`src/rtl/gemm_feed_sequencer.sv`:
```
`default_nettype none
// ============================================================================
// Module : gemm_feed_sequencer
// Streams weight, input and partial-sum rows into a systolic array and writes results back.
// Rev    : 1.0
// ============================================================================
module gemm_feed_sequencer #(
    parameter int N  = 4,
    parameter int DW = 16
) (
    input  logic                   CLK,
    input  logic                   nrst,
    input  logic                   cmd_valid,
    output logic                   cmd_ready,
    input  logic [7:0]             cmd_wbase,
    input  logic [7:0]             cmd_ibase,
    input  logic [7:0]             cmd_pbase,
    input  logic [7:0]             cmd_obase,
    output logic                   rd_en,
    output logic [7:0]             rd_addr,
    input  logic [N*DW-1:0]        rd_data,
    output logic                   wr_en,
    output logic [7:0]             wr_addr,
    output logic [N*DW-1:0]        wr_data,
    input  logic                   fifo_has_space,
    input  logic                   drained,
    output logic                   weight_en,
    output logic                   input_en,
    output logic                   partial_en,
    output logic [$clog2(N)-1:0]   row_in_en,
    output logic [$clog2(N)-1:0]   row_ps_en,
    output logic [N*DW-1:0]        array_in,
    output logic [N*DW-1:0]        array_in_partials,
    input  logic                   out_en,
    input  logic [$clog2(N)-1:0]   row_out,
    input  logic [N*DW-1:0]        array_output,
    output logic                   gemm_complete
);
    localparam int RW = $clog2(N);
    localparam int CW = $clog2(N + 1);
    localparam logic [RW-1:0] c_LAST_ROW = RW'(N - 1);
    localparam logic [CW-1:0] c_OUT_FULL = CW'(N);

    typedef enum logic [3:0] {
        ST_IDLE   = 4'd0,
        ST_W_RD   = 4'd1,
        ST_W_CAP  = 4'd2,
        ST_W_ISS  = 4'd3,
        ST_I_RD   = 4'd4,
        ST_I_CAP  = 4'd5,
        ST_P_CAP  = 4'd6,
        ST_IP_ISS = 4'd7,
        ST_DRAIN  = 4'd8,
        ST_DONE   = 4'd9
    } state_t;

    state_t            r_state;
    logic [RW-1:0]     r_row;
    logic [CW-1:0]     r_out_cnt;
    logic [7:0]        r_wbase, r_ibase, r_pbase, r_obase;
    logic [N*DW-1:0]   r_wbuf, r_ibuf, r_pbuf;
    logic              r_cmd_ready, r_rd_en, r_wr_en, r_complete;
    logic              r_weight_en, r_input_en, r_partial_en;
    logic [7:0]        r_rd_addr, r_wr_addr;
    logic [N*DW-1:0]   r_wr_data, r_array_in, r_array_ps;
    logic [RW-1:0]     r_row_in, r_row_ps;
    logic              w_row_last;

    assign w_row_last = (r_row == c_LAST_ROW);

    // Outputs are registered: each is set on the edge that enters the state that owns it.
    always_ff @(posedge CLK or negedge nrst) begin
        if (!nrst) begin
            r_state      <= ST_IDLE;
            r_row        <= '0;
            r_wbase      <= '0;
            r_ibase      <= '0;
            r_pbase      <= '0;
            r_obase      <= '0;
            r_wbuf       <= '0;
            r_ibuf       <= '0;
            r_pbuf       <= '0;
            r_cmd_ready  <= 1'b1;
            r_rd_en      <= 1'b0;
            r_rd_addr    <= '0;
            r_weight_en  <= 1'b0;
            r_input_en   <= 1'b0;
            r_partial_en <= 1'b0;
            r_row_in     <= '0;
            r_row_ps     <= '0;
            r_array_in   <= '0;
            r_array_ps   <= '0;
            r_complete   <= 1'b0;
        end else begin
            r_rd_en      <= 1'b0;
            r_weight_en  <= 1'b0;
            r_input_en   <= 1'b0;
            r_partial_en <= 1'b0;
            r_complete   <= 1'b0;
            case (r_state)
                ST_IDLE: begin
                    if (cmd_valid) begin
                        r_wbase     <= cmd_wbase;
                        r_ibase     <= cmd_ibase;
                        r_pbase     <= cmd_pbase;
                        r_obase     <= cmd_obase;
                        r_row       <= '0;
                        r_cmd_ready <= 1'b0;
                        r_rd_en     <= 1'b1;
                        r_rd_addr   <= cmd_wbase;
                        r_state     <= ST_W_RD;
                    end
                end
                ST_W_RD:  r_state <= ST_W_CAP;
                ST_W_CAP: begin
                    r_wbuf  <= rd_data;
                    r_state <= ST_W_ISS;
                end
                ST_W_ISS: begin
                    if (fifo_has_space) begin
                        r_weight_en <= 1'b1;
                        r_row_in    <= r_row;
                        r_array_in  <= r_wbuf;
                        r_rd_en     <= 1'b1;
                        if (w_row_last) begin
                            r_row     <= '0;
                            r_rd_addr <= r_ibase;
                            r_state   <= ST_I_RD;
                        end else begin
                            r_row     <= r_row + RW'(1);
                            r_rd_addr <= r_wbase + 8'(r_row) + 8'd1;
                            r_state   <= ST_W_RD;
                        end
                    end
                end
                ST_I_RD: begin
                    r_rd_en   <= 1'b1;
                    r_rd_addr <= r_pbase + 8'(r_row);
                    r_state   <= ST_I_CAP;
                end
                ST_I_CAP: begin
                    r_ibuf  <= rd_data;
                    r_state <= ST_P_CAP;
                end
                ST_P_CAP: begin
                    r_pbuf  <= rd_data;
                    r_state <= ST_IP_ISS;
                end
                ST_IP_ISS: begin
                    if (fifo_has_space) begin
                        r_input_en   <= 1'b1;
                        r_partial_en <= 1'b1;
                        r_row_in     <= r_row;
                        r_row_ps     <= r_row;
                        r_array_in   <= r_ibuf;
                        r_array_ps   <= r_pbuf;
                        if (w_row_last) begin
                            r_state <= ST_DRAIN;
                        end else begin
                            r_row     <= r_row + RW'(1);
                            r_rd_en   <= 1'b1;
                            r_rd_addr <= r_ibase + 8'(r_row) + 8'd1;
                            r_state   <= ST_I_RD;
                        end
                    end
                end
                // An out_en seen this cycle is a write still to be issued, so it blocks completion.
                ST_DRAIN: begin
                    if (drained && (r_out_cnt == c_OUT_FULL) && !out_en) begin
                        r_complete <= 1'b1;
                        r_state    <= ST_DONE;
                    end
                end
                ST_DONE: begin
                    r_cmd_ready <= 1'b1;
                    r_state     <= ST_IDLE;
                end
                default: begin
                    r_cmd_ready <= 1'b1;
                    r_state     <= ST_IDLE;
                end
            endcase
        end
    end

    always_ff @(posedge CLK or negedge nrst) begin
        if (!nrst) begin
            r_wr_en   <= 1'b0;
            r_wr_addr <= '0;
            r_wr_data <= '0;
            r_out_cnt <= '0;
        end else if (r_state == ST_IDLE) begin
            r_wr_en <= 1'b0;
            if (cmd_valid) begin
                r_out_cnt <= '0;
            end
        end else begin
            r_wr_en <= out_en;
            if (out_en) begin
                r_wr_addr <= r_obase + 8'(row_out);
                r_wr_data <= array_output;
                if (r_out_cnt != c_OUT_FULL) begin
                    r_out_cnt <= r_out_cnt + CW'(1);
                end
            end
        end
    end

    assign cmd_ready         = r_cmd_ready;
    assign rd_en             = r_rd_en;
    assign rd_addr           = r_rd_addr;
    assign wr_en             = r_wr_en;
    assign wr_addr           = r_wr_addr;
    assign wr_data           = r_wr_data;
    assign weight_en         = r_weight_en;
    assign input_en          = r_input_en;
    assign partial_en        = r_partial_en;
    assign row_in_en         = r_row_in;
    assign row_ps_en         = r_row_ps;
    assign array_in          = r_array_in;
    assign array_in_partials = r_array_ps;
    assign gemm_complete     = r_complete;

endmodule
`default_nettype wire

```
`config.mk`:
```
export PLATFORM = sky130hd
export DESIGN_NAME = gemm_feed_sequencer
export DESIGN_NICKNAME = d
export VERILOG_FILES = /design/src/rtl/gemm_feed_sequencer.sv
export SDC_FILE = /design/constraint.sdc
export NUM_CORES = 1
export LEC_CHECK = 0
export BUFFER_PORTS_ARGS = -buffer_cell sky130_fd_sc_hd__buf_2
export CORE_UTILIZATION = 45
export CTS_CLUSTER_SIZE = 28
export DETAILED_ROUTE_END_ITERATION = 10
export HOLD_SLACK_MARGIN = 0.05
export PLACE_DENSITY_LB_ADDON = 0.15
export SETUP_SLACK_MARGIN = 0.5
export SYNTH_ARGS = -nofsm -noshare
export SYNTH_HDL_FRONTEND = slang
export SYNTH_SLANG_ARGS = --single-unit
```
`constraint.sdc`:
```
create_clock -name CLK -period 3.39 [get_ports CLK]
set_input_delay 0.5085 -clock CLK [delete_from_list [all_inputs] [get_ports CLK]]
set_output_delay 0.5085 -clock CLK [all_outputs]
set_load 0.02 [all_outputs]
```
# Word-level counts from Yosys, hierarchy flattened
# Cells that the tools add are included.
# Widths: inputs -> output; s select.
[totals]
regBits = 451
in_bits = 168
out_inout_bits = 219
word_cells = 108
[op_classes]
addsub = 8
n_eq_ne = 16
n_mux = 38
bitwise = 2
reduce_logical = 21
[ops]
columns = ["op", "n"]
rows = [
  ["$mux 64", 2],
  ["$pmux 64 s2", 1],
  ["$mux 8", 5],
  ["$pmux 4 s9", 1],
  ["$add 8x2->8", 4],
  ["$pmux 8 s4", 1],
  ["$mux 4", 5],
  ["$add 8x1->8 const B", 2],
  ["$eq 4x3->1 const B", 4],
  ["$mux 3", 5],
  ["$mux 1", 10],
  ["$mux 2", 5],
  ["$ne 2x2->1 const B", 5],
  ["$reduce_and 2->1", 5],
  ["$reduce_and 5->1", 2],
  ["$eq 4x2->1 const B", 2],
  ["$reduce_or 8->1", 1],
  ["$pmux 2 s3", 1],
  ["$reduce_and 3->1", 2],
  ["$reduce_bool 2->1", 3],
  ["$eq 4x1->1 const B", 1],
  ["$eq 4x4->1 const B", 1],
  ["$logic_not 4->1", 1],
  ["$pmux 1 s4", 1],
  ["other kinds (13)", 15],
]

# Longest topological paths before layout
# Gate-level depths: netlist (run 1).
[depth]
ltp_word = 5
depth_mapped = 9
depth_no_buf = 9

# Worst setup path after synthesis (run 1)
# OpenSTA, ideal clock, no wires.
[synth_path]
kind = "register to register"
start = "register r_row[1]"
end = "register r_rd_addr[4], in the netlist rd_addr[4]"
arrival_time_ns = 1.854
required_ns = 3.261
path_slack_ns = 1.408
path_stages_with_launch = 8
n_path_buf = 0
period_less_slack_ns = 1.982
cell_sequence = "dfrtp_1 > inv_1 > fa_1 > nand3b_1 > xnor2_1 > a22o_1 > nor4b_1 > o21ai_1"
[synth_via]
elab_chain_cells = 5
[synth_rtl]
columns = ["element", "line_no", "text"]
rows = [
  ["start: declaration", "58", "logic [RW-1:0] r_row;"],
  ["start signal: assignment", "130", "r_row <= r_row + RW'(1);"],
  ["start signal: assignment", "160", "r_row <= r_row + RW'(1);"],
  ["$add 8x2->8, on equally long branches", "162, 131", ""],
  ["$add 8x1->8, on equally long branches", "162, 131", ""],
  ["$mux 8, on equally long branches", "157, 125", ""],
  ["$mux 8, on equally long branches", "150, 120", ""],
  ["$pmux 8 s4", "100", "case (r_state)"],
  ["end signal: assignment", "110", "r_rd_addr <= cmd_wbase;"],
  ["end signal: assignment", "127", "r_rd_addr <= r_ibase;"],
  ["end signal: assignment", "162", "r_rd_addr <= r_ibase + 8'(r_row) + 8'd1;"],
  ["end: declaration", "64", "logic [7:0] r_rd_addr, r_wr_addr;"],
]
# Parallel ways exist; a longest one is shown, timed or not. The select of a mux whose other input is x is not followed.
# A chain may end at the register's enable or synchronous reset.

# Final worst setup path (run 1)
[layout_path]
start = "register r_state[3]"
end = "register r_array_in[61], in the netlist array_in[61]"
[layout_via]
elab_chain_cells = 3
[layout_rtl]
columns = ["element", "line_no", "text"]
rows = [
  ["start: declaration", "57", "state_t r_state;"],
  ["start signal: assignment", "74", "r_state <= ST_IDLE;"],
  ["start signal: assignment", "111", "r_state <= ST_W_RD;"],
  ["start signal: assignment", "114", "ST_W_RD: r_state <= ST_W_CAP;"],
  ["$eq 4x2->1 or $eq 4x3->1 (tied branches)", "100", ""],
  ["$ne 2x2->1 (no line) or $reduce_bool 2->1 (tied branches)", "n/a", ""],
  ["$reduce_and 3->1 (no line)", "n/a", ""],
  ["end signal: assignment", "123", "r_array_in <= r_wbuf;"],
  ["end signal: assignment", "155", "r_array_in <= r_ibuf;"],
  ["end: declaration", "65", "logic [N*DW-1:0] r_wr_data, r_array_in, r_array_ps;"],
]
# Parallel ways exist; a longest one is shown, timed or not.

==> impl_results.md, run 1 <==
- Status: finished, final reports clean
- Worst Hold Depth: 3
- CTS tree: done
- Max_cap viols: 0
- Clock Sinks: 451
- Actual slew at the worst max-slew pin: 1.00 ns
- Class of the worst hold path: primary input to register
- Final Setup Violations: 0
- EDFF count, synth: 0
- Largest net degree at the start of global routing: 85
- GRT Util Overall: 0.223
- CP Capture Type: register
- Antenna violations before repair: 7
- Leak: 10.9 nW
- Slew margin rel.: 0.325
- Tcrit/Tclk final: 0.762
- RSZ-0062 raised after global routing: no
- Setup TNS: 0 ns
- DRT Wirelength: 45.2 mm
- Routed Antenna Nets: 0
- Area Growth Syn to Fin: 22.9%
- Port-buffer cells: 386
- Worst Path Max Fanout: 39
- Layout Nets: 2063
- Yosys top cell area share: 0.619
- PwrDens: 1030 nW/µm²
- Tmin final: 2.58 ns
- Drt first pass iters: 5
- Overall power: 23.0 mW
- Yosys warns: 0
- Gate Count Post-Synth: 1504
- Gr ovfl total: 0
- Synth area leaders: dfrtp_1 62%, mux2_2 16%, nand2_1 7.9%, o21ai_0 2.6%, o22ai_1 2.4%
- Synthesized area per cell: 12.1 µm²
- Mapped Nets: 1688
- Vias: 12600
- Die area: 41200 µm²
- Sequential fraction of the synthesis area: 0.620
- Vias in the first global route: 13000
- Via density per instance: 5.14
- Final core occ: 0.561
- Crit path DAT: 3.06 ns
- Critical path class: register to register
- Layout cell share with drive strength beyond 1: 0.395
- Final hold violations: 0
- Worst Reg-to-Reg Cells: 5
- Post-CTS setup buffers: 0
- Req. time, crit path: 3.86 ns
- Routed len/inst: 18.5 µm
- Clk pin slew, worst setup/hold paths: 0.06 ns
- Fillers: 3407
- Worst-skew pair later-pin latency: 0.57 ns
- Die Y: 203 µm
- DP HPWL: 30.7 mm
- I/O pins: 387
- Yosys cell types: 60
- Max rail drop VDD: 717 µV
- CTS Buf Count: 48
- Drt drc: 0
- Worst Hold Slack: 0.131 ns
- Clk_skew: 0.0151 ns
- Initial Utilization: 0.457
- Largest area contributor in the netlist: dfrtp_1
- GP Congestion: 0.845
- Number of synthesized register bits: 451
- First-pass GRT wire length: 72.1 mm
- Top FF cell, synth: dfrtp_1
- Crit path launch type: register
- Synth Cell Area: 18200 µm²
- Asr flop ratio synth: 1.00
- DRT iter0 DRCs: 678
- H-tree levels: 2
- Die W: 203 µm
- Fmax: 387 MHz
- # rows: 73
- CTS Root Buffer Type: clkbuf_16
- Core area: 39800 µm²
- Max clock buf depth: 3
- Max-slew violation count: 0
-- timing repair --
| action | in CTS | in global routing |
|---|---|---|
| hold buffers | 1 | 0 |
| hold endpoints to repair | 73 | 0 |
| resized for setup | 0 | 1 |
| endpoints found under the setup margin | 0 | 3 |
-- metrics by stage --
| step | cell area, µm² | setup WS, ns | cells |
|---|---|---|---|
| 2_1_floorplan | 18200 | 1.41 | 1504 |
| 3_3_place_gp | 20600 | 0.810 | 2353 |
| 3_5_place_dp | 20600 | 0.708 | 2353 |
| 4_1_cts | 22300 | 0.699 | 2440 |
| 5_1_grt | 22400 | 0.598 | 2441 |
| 6_report | 22400 | 0.806 | 2444 |
-- layout by cell type, fill, tap and decap left out, types with 8 or more instances in the layout --
cell | netlist | final
buf_12 | 0 | 8
mux2_2 | 251 | 251
xnor2_1 | 10 | 10
nand3_1 | 8 | 8
o21ai_0 | 95 | 95
nand2_1 | 381 | 379
buf_2 | 29 | 385
inv_1 | 18 | 17
dfrtp_1 | 450 | 450
nor2_1 | 15 | 15
o22ai_1 | 70 | 70
ha_1 | 12 | 12
clkbuf_8 | 0 | 11
a21oi_1 | 12 | 12
buf_4 | 9 | 17
clkbuf_16 | 0 | 50
-- critical path, cell delays in order (launching register included) --
cell and delay [ns]:
dfrtp_1 0.65, and4b_4 0.49, buf_4 0.39, buf_4 0.53
o22ai_1 0.16, o21ai_0 0.21
-- routing by layer --
layer | up-vias | track usage | part of all wire
met5 | - | 0 | 0.00053
met4 | 4 | 0.0722 | 0.024
met2 | 335 | 0.368 | 0.48
li1 | 5917 | - | -
met1 | 6226 | 0.286 | 0.43
met3 | 74 | 0.0581 | 0.068
-- Yosys cell counts (4+ instances only) --
cell type and count:
a21oi_1 12, buf_4 9, xnor2_1 10, a31oi_1 5
buf_2 29, nand2_1 381, mux2_2 251, dfrtp_1 450
nand3_1 8, buf_6 12, fa_1 4, and3_1 7
nor3_1 5, inv_1 18, o21ai_0 95, o22ai_1 70
o21ai_1 4, mux2_1 5, nor2_1 15, clkbuf_1 35
ha_1 12, xor2_1 7
-- layout make-up --
cell class	instances	area, µm²	share of cell area
multi-input cells	944	6360	0.284
clock inverters	18	288	0.0129
well taps	525	657	0.0294
clock buffers	68	1430	0.0639
repair buffers	413	2250	0.101
flip-flops and latches	451	11300	0.505
diodes	4	10.0	0.000448
inverters	21	78.8	0.00353
-- worst paths after layout --
path	to	slack, ns	startpoint
max	array_in[61]	0.81	r_state[3]
max in group asynchronous	partial_en	1.80	nrst
max reg2reg	array_in[61]	0.81	r_state[3]
min	wr_data[21]	0.13	array_output[21]
min reg2reg	wr_data[23]	0.47	wr_data[23]
min in group asynchronous	wr_data[21]	0.54	nrst
-- logic make-up (layout without fill, tap and decap cells) --
kind of cell / after synthesis / after routing / synth area share
DFF: 451 / 451 / 0.620
and+or+nand+nor: 445 / 445 / 0.101
muxes: 256 / 256 / 0.158
AOI/OAI and AO/OA: 210 / 210 / 0.0679
buffers and inverters: 109 / 520 / 0.0313
xor gates and xnor gates: 17 / 17 / 0.00818
adders and majority gates: 16 / 16 / 0.0127
other: 0 / 4 / 0
-- state kept, by name, summed over array words and instances, names as in the netlist, 4 cells and up --
name,cells
r_pbuf,64
r_state,4
r_obase,8
r_pbase,8
wr_addr,8
rd_addr,8
r_ibuf,64
wr_data,64
array_in,64
r_wbuf,64
r_wbase,8
array_in_partials,64
r_ibase,8
-- power breakdown --
group	internal, mW	total [mW]	switching, mW
Sequential	7.86	9.30	1.44
Clock	3.46	5.58	2.12
Combinational	3.50	8.17	4.67
Total	14.8	23.0	8.22
Note: power is estimated with default switching activity, not from simulation.
==> run 2: changes to the inputs <==
- clock period: 3.39 -> 2.5 ns (I/O delays scaled with it)
==> run 2 against run 1 <==
Die area unchanged; final cell count rose by 6.7%; sequential share of layout area down 3.3 points; largest power group unchanged; clock power grew 21%; flip-flop and latch count is the same; design area is 7.1% higher; combinational power up 48%; count of clock-buffer cells in the layout up 6; critical path depth up 3; register-to-register slack worse by 0.36 ns.
==> impl_results.md, run 2 (synthesis results as in run 1) <==
- GP Congestion: 0.875 (+3.6%)
- R2R Setup Slk: 0.45 ns (-0.36 ns)
- Setup TNS: 0 ns (unchanged)
- # rows: 73 (unchanged)
- Die Y: 203 µm (unchanged)
- Worst Path Max Fanout: 10 (-74%)
- Worst Reg-to-Reg Cells: 8 (+3)
- Req. time, crit path: 2.95 ns (-0.91 ns)
- Antenna violations before repair: 5 (-2)
- Tcrit/Tclk final: 0.822 (+0.0595)
- Gr ovfl total: 0 (unchanged)
- Core area: 39800 µm² (unchanged)
- Initial Utilization: 0.457 (unchanged)
- Via density per instance: 5.12 (-0.25%)
- Vias: 13400 (+6.4%)
- Worst Hold Depth: 2 (-1)
- Clock Sinks: 451 (unchanged)
- RSZ-0062 raised after global routing: yes
- Clk pin slew, worst setup/hold paths: 0.06 ns (about the same)
- DP Area: 20800 µm² (+0.80%)
- Most common cell after layout, fill and taps aside: dfrtp_1
- Routed len/inst: 18.4 µm (-0.55%)
- Non-Filler Instances: 2608 (+6.7%)
- Fmax: 487 MHz (+26%)
- Overall power: 31.4 mW (+36%)
- Crit path launch type: register
- PwrDens: 1310 nW/µm² (+27%)
- I/O pins: 387 (unchanged)
- Layout Nets: 2228 (+8.0%)
- Routed Antenna Nets: 0 (unchanged)
- Top layer in use: met4
- DR WL met3: 3.35 mm (+9.4%)
- Port-buffer cells: 386 (unchanged)
- Slew margin rel.: 0.588 (+0.263)
- Largest net degree at the start of global routing: 134 (+58%)
- Max_cap viols: 0 (unchanged)
- H-tree levels: 2 (unchanged)
- Final Setup Violations: 0 (unchanged)
- Metal2 WL: 23.1 mm (+7.0%)
- Leak: 11.5 nW (+6.3%)
- Endpoint of the worst register-to-register path: rd_addr[4]
- DRT iter0 DRCs: 754 (+11%)
- Setup Slack @ Placement: 0.272 ns (-0.435 ns)
- Layout cell share with drive strength beyond 1: 0.387 (-0.00791)
- Actual slew at the worst max-slew pin: 0.617 ns (-0.386 ns)
- Worst Hold Slack: 0.0815 ns (-0.0495 ns)
- CP Capture Type: register
- Max-slew violation count: 0 (unchanged)
- Worst-skew pair later-pin latency: 0.57 ns (about the same)
- Endpoint, Worst Hold: r_wbuf[43]
- Tmin final: 2.05 ns (-0.530 ns)
- Drt first pass iters: 5 (unchanged)
- CTS Buf Count: 47 (-2.1%)
- Max clock buf depth: 3 (unchanged)
- GRT Util Overall: 0.231 (+0.00860)
- Die W: 203 µm (unchanged)
- CTS Root Buffer Type: clkbuf_16
- Area Growth Syn to Fin: 31.7%
- Critical path class: register to register
- Crit path DAT: 2.51 ns (-0.55 ns)
- Status: finished, final reports clean
- Vias in the first global route: 13900 (+7.0%)
- DRT Wirelength: 48.0 mm (+6.1%)
- Class of the worst hold path: primary input to register
- Clk_skew: 0.0179 ns (+0.00278 ns)
- Max rail drop VDD: 792 µV (+10%)
- Routed length on met1: 20.1 mm (+3.4%)
- DP HPWL: 30.5 mm (-0.60%)
- Cells after DPL: 2365 (+0.51%)
- Hold Path Origin: rd_data[43]
- Final hold violations: 0 (unchanged)
- Fillers: 3220 (-5.5%)
- Drt drc: 0 (unchanged)
- Most frequent cells in the layout: 445 x dfrtp_1, 385 x buf_2, 378 x nand2_1
- CTS tree: done
- Design area: 24000 µm² (+7.1%)
- PnR worst setup slack: 0.445 ns (-0.360 ns)
- Die area: 41200 µm² (unchanged)
- Final core occ: 0.601 (+0.0399)
- Worst r2r src: r_state[0]
- First-pass GRT wire length: 75.2 mm (+4.3%)
-- run 2: cell count changes in the layout (fill, tap and decap cells not counted), moves of 4 or more --
cell,change
bufinv_16,-7
buf_4,+23
clkbuf_1,+7
dfrtp_2,+5
dlygate4sd3_1,+130
dfrtp_1,-5
buf_12,+4
-- run 2: layer usage --
layer,global-route usage,up-vias
li1,-,6252
met1,0.287,6638
met2,0.389,393
met3,0.0583,82
met4,0.0857,0
met5,0,-
-- run 2: power by group --
group	internal (mW)	leakage (nW)	total [mW]	switching [mW]
logic	5.39	5.33	12.1	6.69
registers	10.7	5.48	12.6	1.90
clock network	3.92	0.733	6.73	2.81
total	20.0	11.5	31.4	11.4
-- run 2: worst max path at each step --
stage | start | endpoint
6_report | r_state[0] | rd_addr[4]
4_1_cts | r_state[2] | r_wbuf[20]
2_1_floorplan | r_row[1] | rd_addr[4]
5_1_grt | r_row[0] | rd_addr[4]
3_3_place_gp | r_row[1] | rd_addr[4]
3_5_place_dp | r_row[1] | rd_addr[4]
-- run 2: what timing repair did --
action / in CTS / in global routing
pin swaps: 1 / 4
endpoints found under the hold margin: 232 / 0
setup endpoints to repair: 258 / 227
gates cloned: 0 / 3
hold buffers: 131 / 0
resized for setup: 5 / 29
buffers inserted: 9 / 12
-- run 2: worst max-delay path: stages (launching register included) --
cell and delay (ns):
dfrtp_2 0.45, buf_4 0.15, buf_4 0.13, and2_1 0.26, and3_1 0.23, buf_4 0.17, a22o_1 0.22, nor4b_2 0.23
o21ai_1 0.10
-- run 2: cell type report --
class / instances / area (µm²) / area share
sequential: 451 / 11300 / 0.472
multi-input combinational: 944 / 6440 / 0.269
timing repair buffer: 579 / 3970 / 0.166
clock buffer: 74 / 1430 / 0.0597
tap: 525 / 657 / 0.0274
inverter: 21 / 83.8 / 0.00350
clock inverter: 9 / 65.1 / 0.00272
antenna: 5 / 12.5 / 0.000522
==> run 3: changes to the inputs <==
- ABC_AREA: unset -> 1
- clock period: 2.5 -> 1.7 ns (I/O delays scaled with it)
==> run 3 against run 2 <==
The flow now finishes with violations (negative setup slack); synthesized cell count is 37% higher; non-clock buffer count is 205 higher; highest routed layer is now met5; via count is 34% higher; register-to-register slack worse by 0.53 ns; flip-flop and latch count stayed put; synthesized area is 0.37% higher; clock skew is 0.0027 ns higher; worst hold slack worse by 0.035 ns; first-iteration DRC count is 78% higher.
==> impl_results.md, run 3 <==
- Failing checks: negative setup slack
- Net Sw Power: 22.3 mW (+96%)
- Status: complete, but fails checks
- Tmin final: 1.78 ns (-0.275 ns)
- Final Setup Violations: 74 (+74)
- Leak: 15.1 nW (+31%)
- DP HPWL: 32.7 mm (+7.0%)
- Switching Fraction: 0.406 (+0.0427)
- Critical path class: register to register
- CTS Buf Count: 49 (+4.3%)
- Power share of the clock group: 0.208 (-0.006)
- Drt first pass iters: 5 (unchanged)
- Top FF cell, synth: dfrtp_1
- Core area: 39900 µm² (+0.23%)
- RSZ-0062 raised after global routing: yes
- CP Capture Type: register
- Endpoint of the worst register-to-register path: r_ibuf[26]
- Yosys warns: 0 (unchanged)
- Yosys cell types: 30 (-50%)
- Yosys top cell area share: 0.617 (-0.00229)
- Worst setup path startpoint: r_state[3]
- Actual slew at the worst max-slew pin: 0.610 ns (-0.00747 ns)
- Final hold violations: 0 (unchanged)
- PwrDens: 1840 nW/µm² (+41%)
- Hold_buf cts: 164 (+25%)
- Largest net degree at the start of global routing: 78 (-42%)
- Sequential Area: 11300 µm² (unchanged)
- Worst r2r src: r_state[3]
- Worst Reg-to-Reg Cells: 9 (+1)
- Die Y: 203 µm (+0.18%)
- Worst-skew pair later-pin latency: 0.59 ns (+0.02 ns)
- CTS Root Buffer Type: clkbuf_16
- Max rail drop VDD: 1050 µV (+32%)
- DRT Wirelength: 73.0 mm (+52%)
- Synth Cell Area: 18300 µm² (+0.37%)
- Int Pwr: 32.7 mW (+64%)
- Endpoint, Worst Hold: wr_addr[0]
- First-pass GRT wire length: 94.4 mm (+26%)
- Crit path launch type: register
- Number of synthesized register bits: 451 (unchanged)
- Gr ovfl total: 0 (unchanged)
- CTS tree: done
- Area Growth Syn to Fin: 63.6%
- I/O pins: 387 (unchanged)
- Synth area leaders: dfrtp_1 62%, nand2_1 17%, o21ai_0 6.0%, o21ai_1 4.2%, inv_1 2.3%
- GRT Util Overall: 0.297 (+0.0657)
- Overall power: 55.0 mW (+75%)
- Asr flop ratio synth: 1.00 (unchanged)
- Routed len/inst: 21.7 µm (+18%)
- EDFF count, synth: 0 (unchanged)
- Synthesized area per cell: 8.85 µm² (-27%)
- Tcrit/Tclk final: 1.05 (+0.225)
- Most frequent cells after synthesis: 813 x nand2_1, 450 x dfrtp_1, 219 x o21ai_0
- H-tree levels: 2 (unchanged)
- Max_cap viols: 0 (unchanged)
- Clock Sinks: 451 (unchanged)
- Mapped Nets: 2248 (+33%)
- Die W: 203 µm (+0.18%)
- Clk_skew: 0.0206 ns (+0.00274 ns)
- Top-count cell post-synth: nand2_1
- Comb power frac: 0.440 (+0.055)
- Worst Path Max Fanout: 8 (-2)
- Sequential fraction of the synthesis area: 0.618 (-0.00230)
- Layout cell share with drive strength beyond 1: 0.412 (+0.0242)
- PnR worst setup slack: -0.0798 ns (-0.525 ns)
- Design area: 29900 µm² (+25%)
- Fmax: 562 MHz (+15%)
- DP Area: 21300 µm² (+2.2%)
- Class of the worst hold path: primary input to register
- Most common cell after layout, fill and taps aside: nand2_1
- Layout Nets: 2977 (+34%)
- Most frequent cells in the layout: 600 x nand2_1, 445 x dfrtp_1, 385 x buf_2
- Max clock buf depth: 3 (unchanged)
- Slew margin rel.: 0.593 (+0.00498)
- Vias: 18000 (+34%)
- Port-buffer cells: 386 (unchanged)
- Req. time, crit path: 2.17 ns (-0.78 ns)
- R2R Setup Slk: -0.08 ns (-0.53 ns)
- # rows: 73 (unchanged)
- Max-slew violation count: 0 (unchanged)
- Clk pin slew, worst setup/hold paths: 0.06 ns (about the same)
- Flop pwr share: 0.352 (-0.049)
- Fillers: 2684 (-17%)
- Antenna violations before repair: 5 (unchanged)
- GP Congestion: 0.866 (-0.96%)
- Gate Count Post-Synth: 2064 (+37%)
- Drt drc: 0 (unchanged)
- Initial Utilization: 0.457 (+0.000647)
- Routed Antenna Nets: 0 (unchanged)
- Via density per instance: 5.34 (+4.2%)
- Largest area contributor in the netlist: dfrtp_1
- Hold Path Origin: row_out[0]
- Crit path DAT: 2.25 ns (-0.26 ns)
- Die area: 41400 µm² (+0.36%)
- Vias in the first global route: 16900 (+21%)
- Worst Hold Depth: 4 (+2)
- Area of the multi-input gates: 8060 µm² (+25%)
- DRT iter0 DRCs: 1339 (+78%)
==> run 3: changes by cell type after synthesis, sizes merged, moves of 5 or more <==
cell	before	now
nor2	16	108
o22ai	70	0
clkbuf	35	40
xnor2	10	1
o21ai	99	372
and3	7	0
nand3	8	29
mux2	256	0
inv	21	123
buf	53	68
nand2	381	820
a31oi	5	0
==> run 3: kinds of logic after synthesis <==
group                    Yosys count  synth area share
flip-flops                       451             0.618
XOR/XNOR                           6           0.00288
buffers and inverters            231            0.0533
AO/OA/AOI/OAI                    391             0.108
AND/OR/NAND/NOR                  969             0.205
adder cells (fa/ha/maj)           16            0.0126
==> run 3: worst max-delay path by stage <==
stage,to,slack [ns],cells after the start
after global routing,rd_addr[2],-0.18,10
after detailed placement,array_in[1],-0.02,4
final,r_ibuf[26],-0.08,9
after global placement,rd_addr[4],-0.01,11
after CTS,rd_addr[2],0.003,9
after floorplan,rd_addr[2],0.13,9
==> run 3: what timing repair did <==
item | 4_1_cts | 5_1_grt
setup buffers | 56 | 38
endpoints found under the setup margin | 667 | 670
endpoints found under the hold margin | 564 | 1
gates cloned | 37 | 45
gates resized for setup | 284 | 431
pin swaps | 153 | 112
==> run 3: area by class of cell <==
cell class / count / area share
inverters: 123 / 0.0182
flip-flops and latches: 451 / 0.378
well taps: 525 / 0.0220
repair buffers: 784 / 0.254
clock inverters: 17 / 0.00745
multi-input cells: 1384 / 0.270
diodes: 4 / 0.000335
clock buffers: 74 / 0.0506
==> run 3: power by group through the flow <==
stage	sequential, mW	combinational [mW]	clock (mW)
after floorplan	20.4	9.04	0
after global routing	19.8	26.0	12.0
after global placement	18.2	16.0	0
after CTS	18.5	20.3	11.5
after detailed placement	18.3	16.4	0
final	19.4	24.2	11.4
==> run 3: metrics by stage <==
step	worst slack [ns]	utilization	cells	hold slack [ns]	TNS, ns
after floorplan	0.125	-	2064	-0.0406	0
after global placement	-0.0136	0.532	2927	0.205	-0.0136
after detailed placement	-0.0182	0.532	2927	0.207	-0.0481
after CTS	0.00280	0.679	3275	0.0177	0
after global routing	-0.184	0.748	3361	0.0421	-7.92
final	-0.0798	0.748	3362	0.0461	-2.37
==> run 3: per-layer routing <==
metal	vias to the layer above	global-route usage	share of wire
met1	8920	0.388	0.40
met5	-	0	0.00018
li1	8049	-	-
met2	795	0.496	0.49
met3	195	0.0542	0.076
met4	2	0.105	0.038
==> run 3: worst max-delay path, cell delays in order (launching register included) <==
cell and delay [ns]:
dfrtp_2 0.49, nor2_4 0.16, buf_6 0.15, nand2_4 0.06, nor2_4 0.15, clkinv_8 0.12, buf_16 0.19, clkbuf_16 0.21
nand2_2 0.06, o21ai_1 0.06
